### config.mk
export PLATFORM = sky130hd
export DESIGN_NAME = core_seq_ctrl_flat
export DESIGN_NICKNAME = d
export VERILOG_FILES = /design/src/rtl/core_seq_ctrl_if.sv /design/src/rtl/core_seq_ctrl.sv /design/src/flat_wrapper.sv
export SDC_FILE = /design/constraint.sdc
export NUM_CORES = 1
export LEC_CHECK = 0
export CORE_AREA = 2 2 146 148
export DETAILED_ROUTE_END_ITERATION = 10
export DIE_AREA = 0 0 148 150
export GPL_TIMING_DRIVEN = 0
export PLACE_DENSITY_LB_ADDON = 0.08
export SYNTH_ARGS = -nofsm -noshare
export SYNTH_HDL_FRONTEND = slang
export SYNTH_SLANG_ARGS = --single-unit
### constraint.sdc
create_clock -name clk_i -period 4.82 [get_ports clk_i]
set_input_delay 0.964 -clock clk_i [delete_from_list [all_inputs] [get_ports clk_i]]
set_output_delay 0.964 -clock clk_i [all_outputs]
set_load 0.005 [all_outputs]
### src/rtl/core_seq_ctrl_if.sv
// Memory handshake bundle between the control sequencer and the instruction/data memories.
// The master side is the sequencer; the slave side is the memory subsystem.
interface core_seq_ctrl_if #(
  parameter int XLEN = 32
);
  logic            imem_req_o;
  logic [XLEN-1:0] imem_addr_o;
  logic            imem_ack_i;
  logic [31:0]     imem_rdata_i;
  logic            dmem_req_o;
  logic            dmem_ack_i;

  modport master (
    output imem_req_o, imem_addr_o, dmem_req_o,
    input  imem_ack_i, imem_rdata_i, dmem_ack_i
  );

  modport slave (
    input  imem_req_o, imem_addr_o, dmem_req_o,
    output imem_ack_i, imem_rdata_i, dmem_ack_i
  );
endinterface

### src/rtl/core_seq_ctrl.sv
// Multicycle control sequencer: register-file clear, then FETCH/DECODE/EXEC/MEM/WB with timeouts.
// Optional performance counters are built only when CORE_SEQ_PERF_CNT_EN is defined.
module core_seq_ctrl #(
  parameter int              XLEN         = 32,
  parameter int              NUM_REGS     = 32,
  parameter logic [XLEN-1:0] RESET_VECTOR = 32'h8000_0000,
  parameter int              MEM_TIMEOUT  = 255,
  localparam int             RW           = $clog2(NUM_REGS)
) (
  input  logic                clk_i,
  input  logic                rst_i,
  core_seq_ctrl_if.master     bus,
  output logic [31:0]         instr_o,
  input  logic                dec_illegal_i,
  input  logic                dec_mem_i,
  input  logic                dec_we_i,
  input  logic [RW-1:0]       dec_rd_i,
  input  logic [XLEN-1:0]     exec_next_pc_i,
  input  logic [XLEN-1:0]     exec_result_i,
  output logic                rf_we_o,
  output logic [RW-1:0]       rf_waddr_o,
  output logic [XLEN-1:0]     rf_wdata_o,
  output logic [XLEN-1:0]     pc_o,
  output logic                retire_o,
  output logic                halt_o,
  output logic [1:0]          fault_o,
  output logic [63:0]         cycle_cnt_o,
  output logic [63:0]         instret_cnt_o
);

  localparam logic [2:0] S_RESET  = 3'd0;
  localparam logic [2:0] S_CLEAR  = 3'd1;
  localparam logic [2:0] S_FETCH  = 3'd2;
  localparam logic [2:0] S_DECODE = 3'd3;
  localparam logic [2:0] S_EXEC   = 3'd4;
  localparam logic [2:0] S_MEM    = 3'd5;
  localparam logic [2:0] S_WB     = 3'd6;
  localparam logic [2:0] S_HALT   = 3'd7;

  localparam logic [1:0] F_NONE    = 2'd0;
  localparam logic [1:0] F_ILLEGAL = 2'd1;
  localparam logic [1:0] F_IMEM_TO = 2'd2;
  localparam logic [1:0] F_DMEM_TO = 2'd3;

  // Wait counter holds (cycles already spent waiting); the last legal ack cycle is MEM_TIMEOUT-1.
  localparam logic [15:0]   WAIT_LAST = 16'(MEM_TIMEOUT - 1);
  localparam logic [RW-1:0] CLR_LAST  = RW'(NUM_REGS - 1);

  logic [2:0]      state_q, state_d;
  logic [RW-1:0]   clr_q, clr_d;
  logic [15:0]     wait_q, wait_d;
  logic [XLEN-1:0] pc_q, pc_d;
  logic [XLEN-1:0] npc_q, npc_d;
  logic [XLEN-1:0] res_q, res_d;
  logic [31:0]     instr_q, instr_d;
  logic [1:0]      fault_q, fault_d;

  always_comb begin
    // NOTE: every next-state signal starts from its held value so no path leaves it unassigned (no latches).
    state_d = state_q;
    clr_d   = clr_q;
    wait_d  = wait_q;
    pc_d    = pc_q;
    npc_d   = npc_q;
    res_d   = res_q;
    instr_d = instr_q;
    fault_d = fault_q;
    case (state_q)
      S_RESET: begin
        clr_d   = '0;
        state_d = S_CLEAR;
      end
      S_CLEAR: begin
        clr_d = clr_q + 1'b1;
        if (clr_q == CLR_LAST) begin
          wait_d  = '0;
          state_d = S_FETCH;
        end
      end
      S_FETCH: begin
        if (bus.imem_ack_i) begin
          instr_d = bus.imem_rdata_i;
          state_d = S_DECODE;
        end else if (wait_q == WAIT_LAST) begin
          fault_d = F_IMEM_TO;
          state_d = S_HALT;
        end else begin
          wait_d = wait_q + 16'd1;
        end
      end
      S_DECODE: begin
        if (dec_illegal_i) begin
          fault_d = F_ILLEGAL;
          state_d = S_HALT;
        end else begin
          state_d = S_EXEC;
        end
      end
      S_EXEC: begin
        npc_d = exec_next_pc_i;
        res_d = exec_result_i;
        if (dec_mem_i) begin
          wait_d  = '0;
          state_d = S_MEM;
        end else begin
          state_d = S_WB;
        end
      end
      S_MEM: begin
        if (bus.dmem_ack_i) begin
          res_d   = exec_result_i;
          state_d = S_WB;
        end else if (wait_q == WAIT_LAST) begin
          fault_d = F_DMEM_TO;
          state_d = S_HALT;
        end else begin
          wait_d = wait_q + 16'd1;
        end
      end
      S_WB: begin
        pc_d    = npc_q;
        wait_d  = '0;
        state_d = S_FETCH;
      end
      default: state_d = S_HALT;
    endcase
  end

  always_ff @(posedge clk_i) begin
    // NOTE: state registers use non-blocking assignments so all flops update together at the edge.
    if (rst_i) begin
      state_q <= S_RESET;
      clr_q   <= '0;
      wait_q  <= '0;
      pc_q    <= RESET_VECTOR;
      npc_q   <= '0;
      res_q   <= '0;
      instr_q <= '0;
      fault_q <= F_NONE;
    end else begin
      state_q <= state_d;
      clr_q   <= clr_d;
      wait_q  <= wait_d;
      pc_q    <= pc_d;
      npc_q   <= npc_d;
      res_q   <= res_d;
      instr_q <= instr_d;
      fault_q <= fault_d;
    end
  end

  always_comb begin
    rf_we_o    = 1'b0;
    rf_waddr_o = '0;
    rf_wdata_o = '0;
    if (state_q == S_CLEAR) begin
      rf_we_o    = 1'b1;
      rf_waddr_o = clr_q;
    end else if (state_q == S_WB) begin
      rf_we_o    = dec_we_i && (dec_rd_i != '0);
      rf_waddr_o = dec_rd_i;
      rf_wdata_o = res_q;
    end
  end

  assign bus.imem_req_o  = (state_q == S_FETCH);
  assign bus.imem_addr_o = pc_q;
  assign bus.dmem_req_o  = (state_q == S_MEM);
  assign instr_o         = instr_q;
  assign pc_o            = pc_q;
  assign retire_o        = (state_q == S_WB);
  assign halt_o          = (state_q == S_HALT);
  assign fault_o         = fault_q;

`ifdef CORE_SEQ_PERF_CNT_EN
  logic [63:0] cyc_q;
  logic [63:0] ret_q;
  logic        running;

  assign running = (state_q != S_RESET) && (state_q != S_CLEAR) && (state_q != S_HALT);

  always_ff @(posedge clk_i) begin
    if (rst_i) begin
      cyc_q <= '0;
      ret_q <= '0;
    end else begin
      if (running)  cyc_q <= cyc_q + 64'd1;
      if (retire_o) ret_q <= ret_q + 64'd1;
    end
  end

  assign cycle_cnt_o   = cyc_q;
  assign instret_cnt_o = ret_q;
`else
  assign cycle_cnt_o   = '0;
  assign instret_cnt_o = '0;
`endif

endmodule

### src/flat_wrapper.sv
// flat-port wrapper written by rule: the top's interface ports become plain ports
module core_seq_ctrl_flat 
#(
  parameter int              XLEN         = 32,
  parameter int              NUM_REGS     = 32,
  parameter logic [XLEN-1:0] RESET_VECTOR = 32'h8000_0000,
  parameter int              MEM_TIMEOUT  = 255,
  localparam int             RW           = $clog2(NUM_REGS)
)
  (clk_i, rst_i, instr_o, dec_illegal_i, dec_mem_i, dec_we_i, dec_rd_i, exec_next_pc_i, exec_result_i, rf_we_o, rf_waddr_o, rf_wdata_o, pc_o, retire_o, halt_o, fault_o, cycle_cnt_o, instret_cnt_o, bus_imem_req_o, bus_imem_addr_o, bus_dmem_req_o, bus_imem_ack_i, bus_imem_rdata_i, bus_dmem_ack_i);
  core_seq_ctrl_if #(.XLEN(XLEN)) bus_i ();
  input  logic clk_i;
  input  logic rst_i;
  output logic [31:0] instr_o;
  input  logic dec_illegal_i;
  input  logic dec_mem_i;
  input  logic dec_we_i;
  input  logic [RW-1:0] dec_rd_i;
  input  logic [XLEN-1:0] exec_next_pc_i;
  input  logic [XLEN-1:0] exec_result_i;
  output logic rf_we_o;
  output logic [RW-1:0] rf_waddr_o;
  output logic [XLEN-1:0] rf_wdata_o;
  output logic [XLEN-1:0] pc_o;
  output logic retire_o;
  output logic halt_o;
  output logic [1:0] fault_o;
  output logic [63:0] cycle_cnt_o;
  output logic [63:0] instret_cnt_o;
  output wire logic [$bits(bus_i.imem_req_o)-1:0] bus_imem_req_o;
  output wire logic [$bits(bus_i.imem_addr_o)-1:0] bus_imem_addr_o;
  output wire logic [$bits(bus_i.dmem_req_o)-1:0] bus_dmem_req_o;
  input wire logic [$bits(bus_i.imem_ack_i)-1:0] bus_imem_ack_i;
  input wire logic [$bits(bus_i.imem_rdata_i)-1:0] bus_imem_rdata_i;
  input wire logic [$bits(bus_i.dmem_ack_i)-1:0] bus_dmem_ack_i;
  assign bus_imem_req_o = bus_i.imem_req_o;
  assign bus_imem_addr_o = bus_i.imem_addr_o;
  assign bus_dmem_req_o = bus_i.dmem_req_o;
  assign bus_i.imem_ack_i = bus_imem_ack_i;
  assign bus_i.imem_rdata_i = bus_imem_rdata_i;
  assign bus_i.dmem_ack_i = bus_dmem_ack_i;
  core_seq_ctrl #(.XLEN(XLEN), .NUM_REGS(NUM_REGS), .RESET_VECTOR(RESET_VECTOR), .MEM_TIMEOUT(MEM_TIMEOUT)) u_core (.clk_i(clk_i), .rst_i(rst_i), .bus(bus_i), .instr_o(instr_o), .dec_illegal_i(dec_illegal_i), .dec_mem_i(dec_mem_i), .dec_we_i(dec_we_i), .dec_rd_i(dec_rd_i), .exec_next_pc_i(exec_next_pc_i), .exec_result_i(exec_result_i), .rf_we_o(rf_we_o), .rf_waddr_o(rf_waddr_o), .rf_wdata_o(rf_wdata_o), .pc_o(pc_o), .retire_o(retire_o), .halt_o(halt_o), .fault_o(fault_o), .cycle_cnt_o(cycle_cnt_o), .instret_cnt_o(instret_cnt_o));
endmodule
**Word level (Yosys, flattened, before mapping)**

Cells that the tools add are included.
Widths: inputs -> output; s select.

- Flip-flop bits (word level): 154
- Bits in latches: 0
- Memory bits (writable): 0
- Memory bits (read-only): 0
- Input port bits: 108
- Output and inout bits: 268
- Word-level logic and storage cells: 66
- Memories kept: 0

- Add/subtract/negate cells: 2
- Multiply operators: 0
- Divide/modulo/power cells: 0
- $lt $le $gt $ge: 0
- Eq/ne operators: 17
- Shift-type cells: 0
- Mux-type cells: 28
- Bitwise logic cells: 0
- Reduce and logical (&&, ||, !) cells: 11

Operators with widths:

| operator | count |
|---|---|
| $mux 32 | 3 |
| $mux 16 | 5 |
| $pmux 16 s5 | 1 |
| $pmux 32 s2 | 1 |
| $pmux 3 s7 | 1 |
| $add 16x1->16 const B | 1 |
| $eq 16x8->1 const B | 1 |
| $mux 2 | 7 |
| $eq 3x3->1 const B | 4 |
| $mux 3 | 4 |
| $mux 5 | 2 |
| $pmux 5 s2 | 1 |
| $reduce_bool 5->1 | 2 |
| $ne 2x1->1 const B | 4 |
| $ne 2x2->1 const B | 4 |
| $eq 3x2->1 const B | 2 |
| $pmux 2 s3 | 1 |
| $reduce_and 6->1 | 1 |
| $add 5x1->5 const B | 1 |
| $eq 5x5->1 const B | 1 |
| $reduce_and 5->1 | 1 |
| $reduce_and 2->1 | 2 |
| $reduce_bool 2->1 | 2 |
| $eq 3x1->1 const B | 1 |
| 4 further kinds | 5 |

**Depth between registers and ports, before layout**

Gate-level depths: netlist (run 1).

- Depth after elaboration: 4
- Gate-level depth with buffers: 9
- Mapped depth without buffers: 8

**Least setup slack after synthesis (run 1)**

OpenSTA, ideal clock, no wires.

- Path kind: input -> output
- From: in dec_rd_i[3]
- To: out rf_we_o
- Data arrival time: 1,426 ps
- Required time: 3,856 ps
- Setup slack: 2,430 ps
- Stages: 3
- Path buffers: 0
- Cell sequence: nor3_1 > nand2_1 > a31o_2

- Word-level cells in the longest chain between the ends: 4

Ends and longest elaborated chain:

| item | line | text |
|---|---|---|
| from (decl) | flat_wrapper.sv:18 | `input logic [RW-1:0] dec_rd_i;` |
| $reduce_bool 5->1 | core_seq_ctrl.sv:160 | `rf_we_o = dec_we_i && (dec_rd_i != '0);` |
| $logic_and 1x1->1 | core_seq_ctrl.sv:160 |  |
| $mux 1 | core_seq_ctrl.sv:159 | `end else if (state_q == S_WB) begin` |
| $mux 1 | core_seq_ctrl.sv:156 | `if (state_q == S_CLEAR) begin` |
| to (decl) | flat_wrapper.sv:21 | `output logic rf_we_o;` |

Every way passes these cells.

**Final worst setup path (run 1)**

- From: reg u_core.state_q[2]
- To: out retire_o

- Word-level cells in the longest chain between the ends: 1

Ends and longest elaborated chain:

| item | line | text |
|---|---|---|
| from (decl) | core_seq_ctrl.sv:49 | `logic [2:0] state_q, state_d;` |
| from (signal assigned) | core_seq_ctrl.sv:141 | `state_q <= state_d;` |
| $eq 3x3->1 | core_seq_ctrl.sv:171 | `assign retire_o = (state_q == S_WB);` |
| to (decl) | flat_wrapper.sv:25 | `output logic retire_o;` |

Every way passes these cells.

==> results of run 1 <==
[power groups by stage]
stage	Sequential, W	Combinational [W]	Clock (W)
2_1_floorplan	0.00137	0.000291	0
3_5_place_dp	0.00137	0.000486	0
6_report	0.00134	0.000489	0.00131
5_1_grt	0.00135	0.000544	0.00140
4_1_cts	0.00134	0.000488	0.00135
3_3_place_gp	0.00137	0.000486	0
[worst reg2reg max path: cells and delay by family, from the launching register on]
kind	cells	cell delay [ns]
AND/OR/NAND/NOR	5	1.30
adder cells (fa/ha/maj)	2	0.42
flip-flops	1	0.40
AO/OA/AOI/OAI	1	0.19
[Yosys cell counts, types with 3 or more instances]
cell        n  area (um^2)
and4b_1     3         30.0
nand3_1     5         25.0
nand2_1   275         1030
nand2b_1    3         18.8
and3_1     38          238
or3_1       6         37.5
nand4_1     5         31.3
nor2_1     16         60.1
nor3b_1     3         22.5
a21oi_1   145          726
nor4_1      4         25.0
nor3_1      3         15.0
a211oi_1    4         30.0
o21ai_0     8         40.0
nor2b_1     5         31.3
xnor2_1     4         35.0
nand3b_1    3         22.5
inv_1       9         33.8
buf_4     160         1200
buf_2       8         40.0
clkbuf_1   48          180
ha_1        4         50.1
a21o_1      3         22.5
dfxtp_1   154         3080
a22o_1      5         43.8
[final cells by class]
type | instances | area, um^2
clock inverters | 9 | 115
plain buffers | 218 | 1430
repair buffers | 247 | 2470
fillers | 1992 | 9390
flip-flops and latches | 154 | 3080
multi-input cells | 703 | 3360
inverters | 9 | 33.8
clock buffers | 21 | 460
well taps | 275 | 344
[metal layers]
| metal | wire length (um) | global-route usage [%] |
|---|---|---|
| met1 | 9170 | 22.3 |
| met2 | 10400 | 31.9 |
| met3 | 1710 | 6.10 |
| met4 | 276 | 5.29 |
| met5 | 0 | 0 |
[final timing paths]
kind                                                                end  slack, ns  cells after the start
worst min register to register  u_core.bus.imem_addr_o[10]$_SDFFE_PP0N_       0.45                      2
worst max-delay path                                           retire_o       1.10                      7
worst min-delay path            u_core.bus.imem_addr_o[10]$_SDFFE_PP0N_       0.45                      2
worst max register to register           u_core.wait_q[12]$_SDFFE_PP0P_       2.46                      8
[flip-flops by register name, summed over array words and instances (netlist names)]
register,flops
u_core.wait_q,16
u_core.instr_o,32
u_core.npc_q,32
u_core.fault_o,2
u_core.res_q,32
u_core.state_q,3
u_core.clr_q,5
u_core.bus.imem_addr_o,32
[through the flow]
| stage | setup WS (ns) | power [W] |
|---|---|---|
| after global placement | 1.47 | 0.00186 |
| after detailed placement | 1.49 | 0.00186 |
| after floorplan | 2.43 | 0.00166 |
| final | 1.10 | 0.00314 |
| after global routing | 0.818 | 0.00330 |
| after CTS | 1.04 | 0.00318 |
[kinds of logic (layout without fill, tap and decap cells)]
| logic type | after synthesis | in the layout | synth area share [%] |
|---|---|---|---|
| xor gates and xnor gates | 7 | 7 | 1.03 |
| buffers and inverters | 227 | 504 | 19.7 |
| DFF | 154 | 154 | 41.5 |
| AOI/OAI and AO/OA | 178 | 178 | 13.3 |
| muxes | 2 | 2 | 0.269 |
| and+or+nand+nor | 384 | 384 | 23.5 |
| adders and majority gates | 4 | 4 | 0.673 |
| other | 1 | 128 | 0.0504 |
==> flow_summary_export.csv, run 1 <==
group,metric,value,unit
drt,dr.pass1.iters,4,
clocking,cts_tree,"built",
drt,wl_per_cell,13.2,um
setup_path,cpMaxStageDelayCell,"clkdlybuf4s50_1",
floorplan,start_util,35.9,%
global_route,track_usage,18.6,%
finish,finalNonFillerCells,1636,
global_route,antenna_found_initial,0,
synthesis,seq_area_frac_synth,41.5,%
pwr,p_seq_share,42.8,%
placement,gp_congestion,0.830,
setup_path,cp_max_fo,10,
clocking,clock_path_buffers,2,
drt,wl,21600,um
pwr,power.leakage,4.66,nW
pwr,pwr-share-clk,41.7,%
setup_path,cp.buffers_inverters,5,
pwr,combPwrFrac,15.5,%
global_route,grt_max_degree,17,
floorplan,ios,376,
clocking,post_cts_buffers,0,
finish,finalNetCount,1462,
drt,postRouteAntennaNets,0,
setup_path,critPathTopFamily,"buffers and inverters",
synthesis,synth_edf_count,0,
timing,grt_setup_unrepaired,"false",
synthesis,syn_area_per_cell,7.77,um^2
clocking,ctsHtreeMaxLevel,4,
timing,worst_slew_pin_slew,0.605,ns
timing,setup_viol,0,
drt,vias,6946,
setup_path,cp-start-kind,"flip-flop",
setup_path,endpoint_kind,"primary output",
floorplan,core,20700,um^2
global_route,grt_pass1_vias,6296,
global_route,overflow,0,
setup_path,crit_chain,"buf_2, nor2b_1, clkbuf_1, nand2_1, inv_1, clkbuf_1, clkdlybuf4s50_1",
global_route,grt_pass1_wl,32700,um
finish,final_common_cell,"nand2_1",
finish,fin_util,54.6,%
clocking,clockRootBuffer,"clkbuf_16",
clocking,cts_num_sinks,154,
synthesis,synthArstFlopShare,0,%
clocking,path_clk_slew,0.06,ns
drt,drcViolationCount,0,
pwr,switching_share,25.2,%
placement,post-dp-hpwl,16800,um
synthesis,synthesis.area,7430,um^2
min_path,hold_start,"u_core.npc_q[10]$_SDFFE_PP0N_",
finish,finalInstanceArea,11300,um^2
setup_path,critPathMaxStageDelay,0.59,ns
placement,place_inst,1606,
timing,hold_viol,0,
drt,drt_iter0_drc,198,
drt,vias_per_cell,4.25,
clocking,cts_made_buffers,17,
setup_path,worstPathArrival,2.76,ns
timing,hold_ws,0.449,ns
placement,dpl-instance-area,10700,um^2
pwr,power_density,278,nW/um^2
timing,fin_skew,0.0102,ns
clocking,hold_buffers,0,
finish,drive_above_1_share,15.4,%
timing,clock.fmax,269,MHz
setup_path,crit_start,"u_core.state_q[2]$_SDFFE_PP0N_",
timing,maxSlewViolCount,0,
finish,final_cell_mix,"275 x nand2_1, 247 x clkdlybuf4s50_1, 160 x buf_4",
timing,fin_tns_setup,0,ns
floorplan,die_w,148,um
setup_path,cpMostUsedCell,"clkbuf_1",
flow_run,drv_cap,0,
placement,port_buffers,247,
floorplan,die_area,22200,um^2
clocking,cts-resized-gates,0,
setup_path,path_class,"flip-flop to primary output",
synthesis,ys_ff_latch,154,
clocking,clkLatencyLatePin,0.42,ns
synthesis,synth_cell_types,55,
timing,finalCritPeriodShare,77.2,%
pwr,vdd_ir_drop_max,0.217,mV
min_path,min_path_type,"flip-flop to flip-flop",
synthesis,ys_warn_count,0,
synthesis,synth_ff_type,"dfxtp_1",
timing,relSlewSlack,59.7,%
synthesis,syn_inst,957,
setup_path,r2r-start,"u_core.clr_q[0]$_SDFFE_PP0P_",
finish,syn2layout_area_growth,52.0,%
pwr,p_sw,0.000794,W
finish,antenna_cells,0,
pwr,internal_power,0.00235,W
floorplan,placementRows,53,
setup_path,required,3.86,ns
timing,period_minus_slack,3.72,ns
floorplan,die_h,150,um
outcome,outcome,"completed",
Power figures use the tool's default switching activity.
==> run 2: changes to the inputs <==
--- a/config.mk
+++ b/config.mk
@@ -5,9 +5,9 @@
 export SDC_FILE = /design/constraint.sdc
 export NUM_CORES = 1
 export LEC_CHECK = 0
-export CORE_AREA = 2 2 146 148
+export CORE_MARGIN = 2
+export CORE_UTILIZATION = 37
 export DETAILED_ROUTE_END_ITERATION = 10
-export DIE_AREA = 0 0 148 150
 export GPL_TIMING_DRIVEN = 0
 export PLACE_DENSITY_LB_ADDON = 0.08
 export SYNTH_ARGS = -nofsm -noshare
==> constraint.sdc (replaced) <==
create_clock -name clk_i -period 3.4 [get_ports clk_i]
set_input_delay 0.68 -clock clk_i [delete_from_list [all_inputs] [get_ports clk_i]]
set_output_delay 0.68 -clock clk_i [all_outputs]
set_load 0.005 [all_outputs]
==> run 2 against run 1 <==
  * Worst hold slack improved by 0.0020 ns
  * Clock skew fell by 0.0022 ns
  * Non-clock buffer count did not move
  * Combinational power rose by 42%
  * Total power rose by 46%
  * Core utilization rose by 3.3 points
  * First-iteration DRC count rose by 17%
  * Sequential share of layout area fell by 0.096 points
  * Critical path depth fell by 2
  * Register-to-register slack got worse by 1.5 ns
  * Worst setup slack got worse by 0.90 ns
  * Largest power group is now the clock network
==> flow_summary_export.csv, run 2 (synthesis results as in run 1) <==
group,metric,value,unit
drt,top_layer_used,"met4",
drt,drt_iter0_drc,232,
drt,dr.pass1.iters,6,
setup_path,cp_max_fo,10,
pwr,internal_power,0.00342,W
setup_path,worstPathArrival,2.52,ns
timing,maxSlewViolCount,0,
pwr,pwr-share-clk,43.2,%
setup_path,path_class,"flip-flop to primary output",
outcome,outcome,"completed",
clocking,clockRootBuffer,"clkbuf_16",
finish,final_cell_mix,"274 x nand2_1, 247 x clkdlybuf4s50_1, 160 x buf_4",
timing,fin_skew,0.00805,ns
pwr,combPwrFrac,15.2,%
global_route,grt_pass1_vias,6554,
placement,dpl-instance-area,10700,um^2
pwr,switching_share,25.3,%
placement,port_buffers,247,
pwr,vdd_ir_drop_max,0.371,mV
clocking,path_clk_slew,0.06,ns
floorplan,start_util,37.9,%
pwr,power.leakage,4.71,nW
finish,drive_above_1_share,15.8,%
drt,wl_met1,8980,um
clocking,clkLatencyLatePin,0.41,ns
min_path,min_path_type,"flip-flop to flip-flop",
timing,setup_viol,0,
clocking,clock_path_buffers,2,
floorplan,die_area,21200,um^2
finish,syn2layout_area_growth,52.6,%
floorplan,placementRows,51,
setup_path,cp-start-kind,"flip-flop",
global_route,overflow,0,
pwr,p_seq_share,41.7,%
timing,setup_ws,0.201,ns
floorplan,die_h,146,um
timing,grt_setup_unrepaired,"false",
placement,pre_cts_ws,0.374,ns
drt,postRouteAntennaNets,0,
global_route,grt_max_degree,17,
drt,wl_met2,10500,um
floorplan,ios,376,
timing,clock.fmax,313,MHz
global_route,grt_pass1_wl,33900,um
finish,final_common_cell,"nand2_1",
clocking,ctsHtreeMaxLevel,4,
setup_path,endpoint_kind,"primary output",
timing,finalCritPeriodShare,94.1,%
drt,wl,21800,um
drt,vias_per_cell,4.36,
timing,hold_viol,0,
setup_path,r2r_setup_slack,0.92,ns
clocking,cts_tree,"built",
clocking,hold_buffers,0,
timing,fin_tns_setup,0,ns
pwr,p_sw,0.00116,W
drt,wl_met3,1800,um
global_route,track_usage,19.9,%
drt,drcViolationCount,0,
floorplan,die_w,146,um
global_route,antenna_found_initial,1,
timing,worst_slew_pin_slew,0.642,ns
timing,period_minus_slack,3.20,ns
finish,fillers,1859,
clocking,cts_num_sinks,154,
timing,relSlewSlack,57.2,%
placement,post-dp-hpwl,17000,um
flow_run,drv_cap,0,
clocking,cts_made_buffers,17,
floorplan,core,19600,um^2
finish,finalNetCount,1462,
pwr,power_density,404,nW/um^2
finish,finalInstanceArea,11300,um^2
setup_path,required,2.72,ns
drt,wl_per_cell,13.4,um
placement,gp_congestion,0.827,
drt,vias,7096,
==> run 2: changes by cell type in the layout (fill, tap and decap cells not counted), sizes merged <==
cell,delta
clkinvlp,-4
clkinv,+6
bufinv,+1
diode,+1
clkbuf,-1
==> run 2: per-layer routing <==
layer / up-vias / track usage [%]
li1: 3647 / -
met1: 3121 / 23.2
met2: 297 / 34.4
met3: 31 / 5.96
met4: 0 / 7.45
met5: - / 0
==> run 2: area by class of cell <==
type | count | area, um^2 | area share, %
Sequential cell | 154 | 3080 | 27.2
Multi-Input combinational cell | 703 | 3370 | 29.7
Timing Repair Buffer | 247 | 2470 | 21.8
Clock buffer | 20 | 457 | 4.03
Buffer | 218 | 1430 | 12.6
Antenna cell | 1 | 2.50 | 0.0221
Tap cell | 265 | 332 | 2.92
Clock inverter | 12 | 164 | 1.45
Inverter | 9 | 33.8 | 0.298
==> run 2: worst paths after layout <==
kind | from | end | cells past startpoint
min reg2reg | u_core.npc_q[19]$_SDFFE_PP0N_ | u_core.bus.imem_addr_o[19]$_SDFFE_PP0N_ | 2
max reg2reg | u_core.clr_q[0]$_SDFFE_PP0P_ | u_core.wait_q[15]$_SDFFE_PP0P_ | 8
min | u_core.npc_q[19]$_SDFFE_PP0N_ | u_core.bus.imem_addr_o[19]$_SDFFE_PP0N_ | 2
max | u_core.state_q[1]$_SDFFE_PP0N_ | rf_wdata_o[6] | 5
==> run 2: power by group through the flow <==
stage / combinational [W] / sequential [W] / clock (W)
3_5_place_dp: 0.000686 / 0.00195 / 0
5_1_grt: 0.000768 / 0.00191 / 0.00209
4_1_cts: 0.000690 / 0.00191 / 0.00202
2_1_floorplan: 0.000413 / 0.00194 / 0
6_report: 0.000694 / 0.00191 / 0.00198
3_3_place_gp: 0.000685 / 0.00194 / 0
==> run 2: repair_timing <==
action | CTS | global route
setup buffers | 0 | 0
endpoints found under the setup margin | 5 | 7
pin swaps | 0 | 0
gates resized for setup | 1 | 3
==> run 2: worst max-delay path, cell delays in order, from the launching register on <==
cell             delay (ns)
dfxtp_1                0.36
buf_2                  0.24
clkbuf_1               0.37
clkbuf_1               0.36
and3_1                 0.25
clkdlybuf4s50_1        0.52
==> run 2: metrics by stage <==
stage	power [W]	hold WS, ns	utilization (%)	std cells
after CTS	0.00462	0.452	57.9	1628
after detailed placement	0.00263	0.442	54.7	1596
final	0.00458	0.451	57.9	1629
after global routing	0.00477	0.466	57.9	1629
after global placement	0.00263	0.437	54.7	1596
after floorplan	0.00235	0.432	-	1084
==> run 3: changes to the inputs <==
--- a/config.mk
+++ b/config.mk
@@ -5,11 +5,13 @@
 export SDC_FILE = /design/constraint.sdc
 export NUM_CORES = 1
 export LEC_CHECK = 0
+export CORE_ASPECT_RATIO = 1.75
 export CORE_MARGIN = 2
-export CORE_UTILIZATION = 37
+export CORE_UTILIZATION = 34
 export DETAILED_ROUTE_END_ITERATION = 10
 export GPL_TIMING_DRIVEN = 0
 export PLACE_DENSITY_LB_ADDON = 0.08
+export SLEW_MARGIN = 20
 export SYNTH_ARGS = -nofsm -noshare
 export SYNTH_HDL_FRONTEND = slang
 export SYNTH_SLANG_ARGS = --single-unit
==> run 3 against run 2 <==
  * Global-route usage down 0.62 points
  * Critical endpoint is now rf_we_o
  * Clock power is 4% higher
  * Largest cell class unchanged
  * Critical path depth is 3 higher
  * Sequential share of layout area is 0.12 points lower
==> flow_summary_export.csv, run 3 (synthesis results as in run 1) <==
group,metric,value,unit
pwr,switching_share,25.6,%
floorplan,die_area,23100,um^2
clocking,hold_buffers,0,
floorplan,die_h,200,um
finish,fillers,2206,
min_path,hold_start,"u_core.res_q[9]$_SDFFE_PP0P_",
timing,fin_skew,0.0112,ns
pwr,vdd_ir_drop_max,0.294,mV
finish,finalNetCount,1462,
timing,period_minus_slack,3.20,ns
setup_path,timing.rr.end,"u_core.wait_q[15]$_SDFFE_PP0P_",
setup_path,cpMaxStageDelayCell,"clkdlybuf4s50_1",
floorplan,placementRows,71,
global_route,grt-busiest-layer,"met2",
global_route,grt_pass1_vias,6573,
drt,drcViolationCount,0,
clocking,clockRootBuffer,"clkbuf_16",
setup_path,crit_chain,"buf_2, nor2b_1, buf_2, nand2_2, inv_1, clkbuf_4, a31o_2, clkdlybuf4s50_1",
pwr,internal_power,0.00347,W
placement,port_buffers,247,
timing,maxSlewViolCount,0,
timing,worst_slew_pin_slew,0.631,ns
finish,final_common_cell,"nand2_1",
global_route,grt_util_met1,19.3,%
drt,postRouteAntennaNets,0,
drt,vias_per_cell,4.25,
clocking,clock_path_buffers,2,
floorplan,core,21500,um^2
clocking,path_clk_slew,0.07,ns
setup_path,r2r-start,"u_core.clr_q[0]$_SDFFE_PP0P_",
setup_path,r2r_setup_slack,0.98,ns
global_route,overflow,0,
pwr,p_sw,0.00120,W
setup_path,critPathTopFamily,"buffers and inverters",
pwr,p_seq_share,40.8,%
drt,wl_per_cell,13.9,um
global_route,antenna_found_initial,3,
clocking,cts_tree,"built",
setup_path,worstPathArrival,2.52,ns
floorplan,ios,376,
placement,gp_congestion,0.841,
timing,setup_viol,0,
finish,fin_util,53.0,%
flow_run,drv_cap,0,
setup_path,cp.buffers_inverters,5,
setup_path,critPathMaxStageDelay,0.52,ns
timing,relSlewSlack,58.0,%
outcome,outcome,"completed",
placement,post-dp-hpwl,18200,um
setup_path,path_class,"flip-flop to primary output",
pwr,combPwrFrac,15.1,%
timing,fin_tns_setup,0,ns
min_path,holdPathStages,2,
floorplan,die_w,116,um
drt,dr.pass1.iters,4,
setup_path,endpoint_kind,"primary output",
pwr,pwr-share-clk,44.1,%
pwr,power.leakage,4.70,nW
drt,drt_iter0_drc,297,
setup_path,cp-start-kind,"flip-flop",
clocking,post_cts_buffers,0,
global_route,use_met3,5.34,%
finish,final_cell_mix,"274 x nand2_1, 247 x clkdlybuf4s50_1, 160 x buf_4",
global_route,met2_usage,36.4,%
min_path,min_path_type,"flip-flop to flip-flop",
global_route,grt_max_degree,17,
clocking,cts_num_sinks,154,
min_path,hold_end,"u_core.res_q[9]$_SDFFE_PP0P_",
timing,grt_setup_unrepaired,"false",
setup_path,required,2.72,ns
timing,hold_viol,0,
pwr,power_density,410,nW/um^2
global_route,track_usage,19.3,%
setup_path,rr_worst_depth,8,
timing,finalCritPeriodShare,94.2,%
setup_path,cpMostUsedCell,"buf_2",
global_route,grt_pass1_wl,34400,um
drt,vias,7041,
finish,drive_above_1_share,15.8,%
pwr,finalPower,0.00467,W
timing,clock.fmax,312,MHz
finish,syn2layout_area_growth,53.3,%
clocking,ctsHtreeMaxLevel,4,
floorplan,start_util,34.6,%
setup_path,cp_max_fo,10,
clocking,cts_made_buffers,17,
clocking,clkLatencyLatePin,0.43,ns
drt,wl,23000,um
-- run 3: cell types whose count changed in the layout (fill, tap and decap cells not counted), sizes merged --
cell / before / now
clkbuf: 68 / 67
clkinv: 6 / 2
clkinvlp: 1 / 5
bufinv: 3 / 4
-- run 3: per-layer routing --
layer,wire [um],vias up
met1,8300,3061
met2,12200,285
met5,34,-
met4,715,4
li1,-,3647
met3,1780,44
-- run 3: timing repair --
action                                  4_1_cts  5_1_grt
endpoints found under the setup margin        7        6
gates cloned                                  0        0
gates resized for setup                       2        3
pin swaps                                     0        0
hold endpoints to repair                      0        0
-- run 3: layout make-up --
class	instances	area, um^2	share of cell area [%]
multi-input cells	703	3370	29.6
flip-flops and latches	154	3080	27.1
repair buffers	247	2470	21.7
plain buffers	218	1430	12.6
clock buffers	19	443	3.89
well taps	292	365	3.21
clock inverters	13	193	1.69
inverters	9	33.8	0.297
diodes	1	2.50	0.0220
-- run 3: worst max path at each step --
stage / from / endpoint / slack [ns] / cells past startpoint
CTS: u_core.state_q[2]$_SDFFE_PP0N_ / rf_we_o / 0.02 / 8
finish: u_core.state_q[2]$_SDFFE_PP0N_ / rf_we_o / 0.20 / 8
floorplan: u_core.state_q[2]$_SDFFE_PP0N_ / rf_we_o / 1.31 / 7
detailed placement: u_core.state_q[2]$_SDFFE_PP0N_ / retire_o / 0.27 / 7
global placement: u_core.state_q[2]$_SDFFE_PP0N_ / retire_o / 0.29 / 7
global route: u_core.state_q[2]$_SDFFE_PP0N_ / rf_we_o / 0.03 / 8
-- run 3: worst reg2reg max path, cell delays in order (launching register included) --
cell and delay [ns]:
dfxtp_1 0.42, ha_1 0.21, and3_1 0.17, ha_1 0.22, a211o_1 0.23, and4b_1 0.28, nor3b_1 0.24, or3b_1 0.39
mux2i_1 0.13
-- run 3: per-stage QoR --
stage / cells / hold slack, ns / cell area (um^2) / setup WS (ns)
floorplan: 1084 / 0.432 / 7910 / 1.31
global placement: 1623 / 0.437 / 10700 / 0.294
detailed placement: 1623 / 0.442 / 10700 / 0.267
CTS: 1655 / 0.451 / 11400 / 0.0249
global route: 1656 / 0.460 / 11400 / 0.0297
finish: 1656 / 0.449 / 11400 / 0.196
-- run 3: power by group through the flow --
stage	Combinational [W]	Clock (W)	Sequential (W)
after global routing	0.000783	0.00218	0.00191
after global placement	0.000701	0	0.00194
after detailed placement	0.000702	0	0.00195
final	0.000705	0.00206	0.00191
after CTS	0.000706	0.00210	0.00191
after floorplan	0.000413	0	0.00194
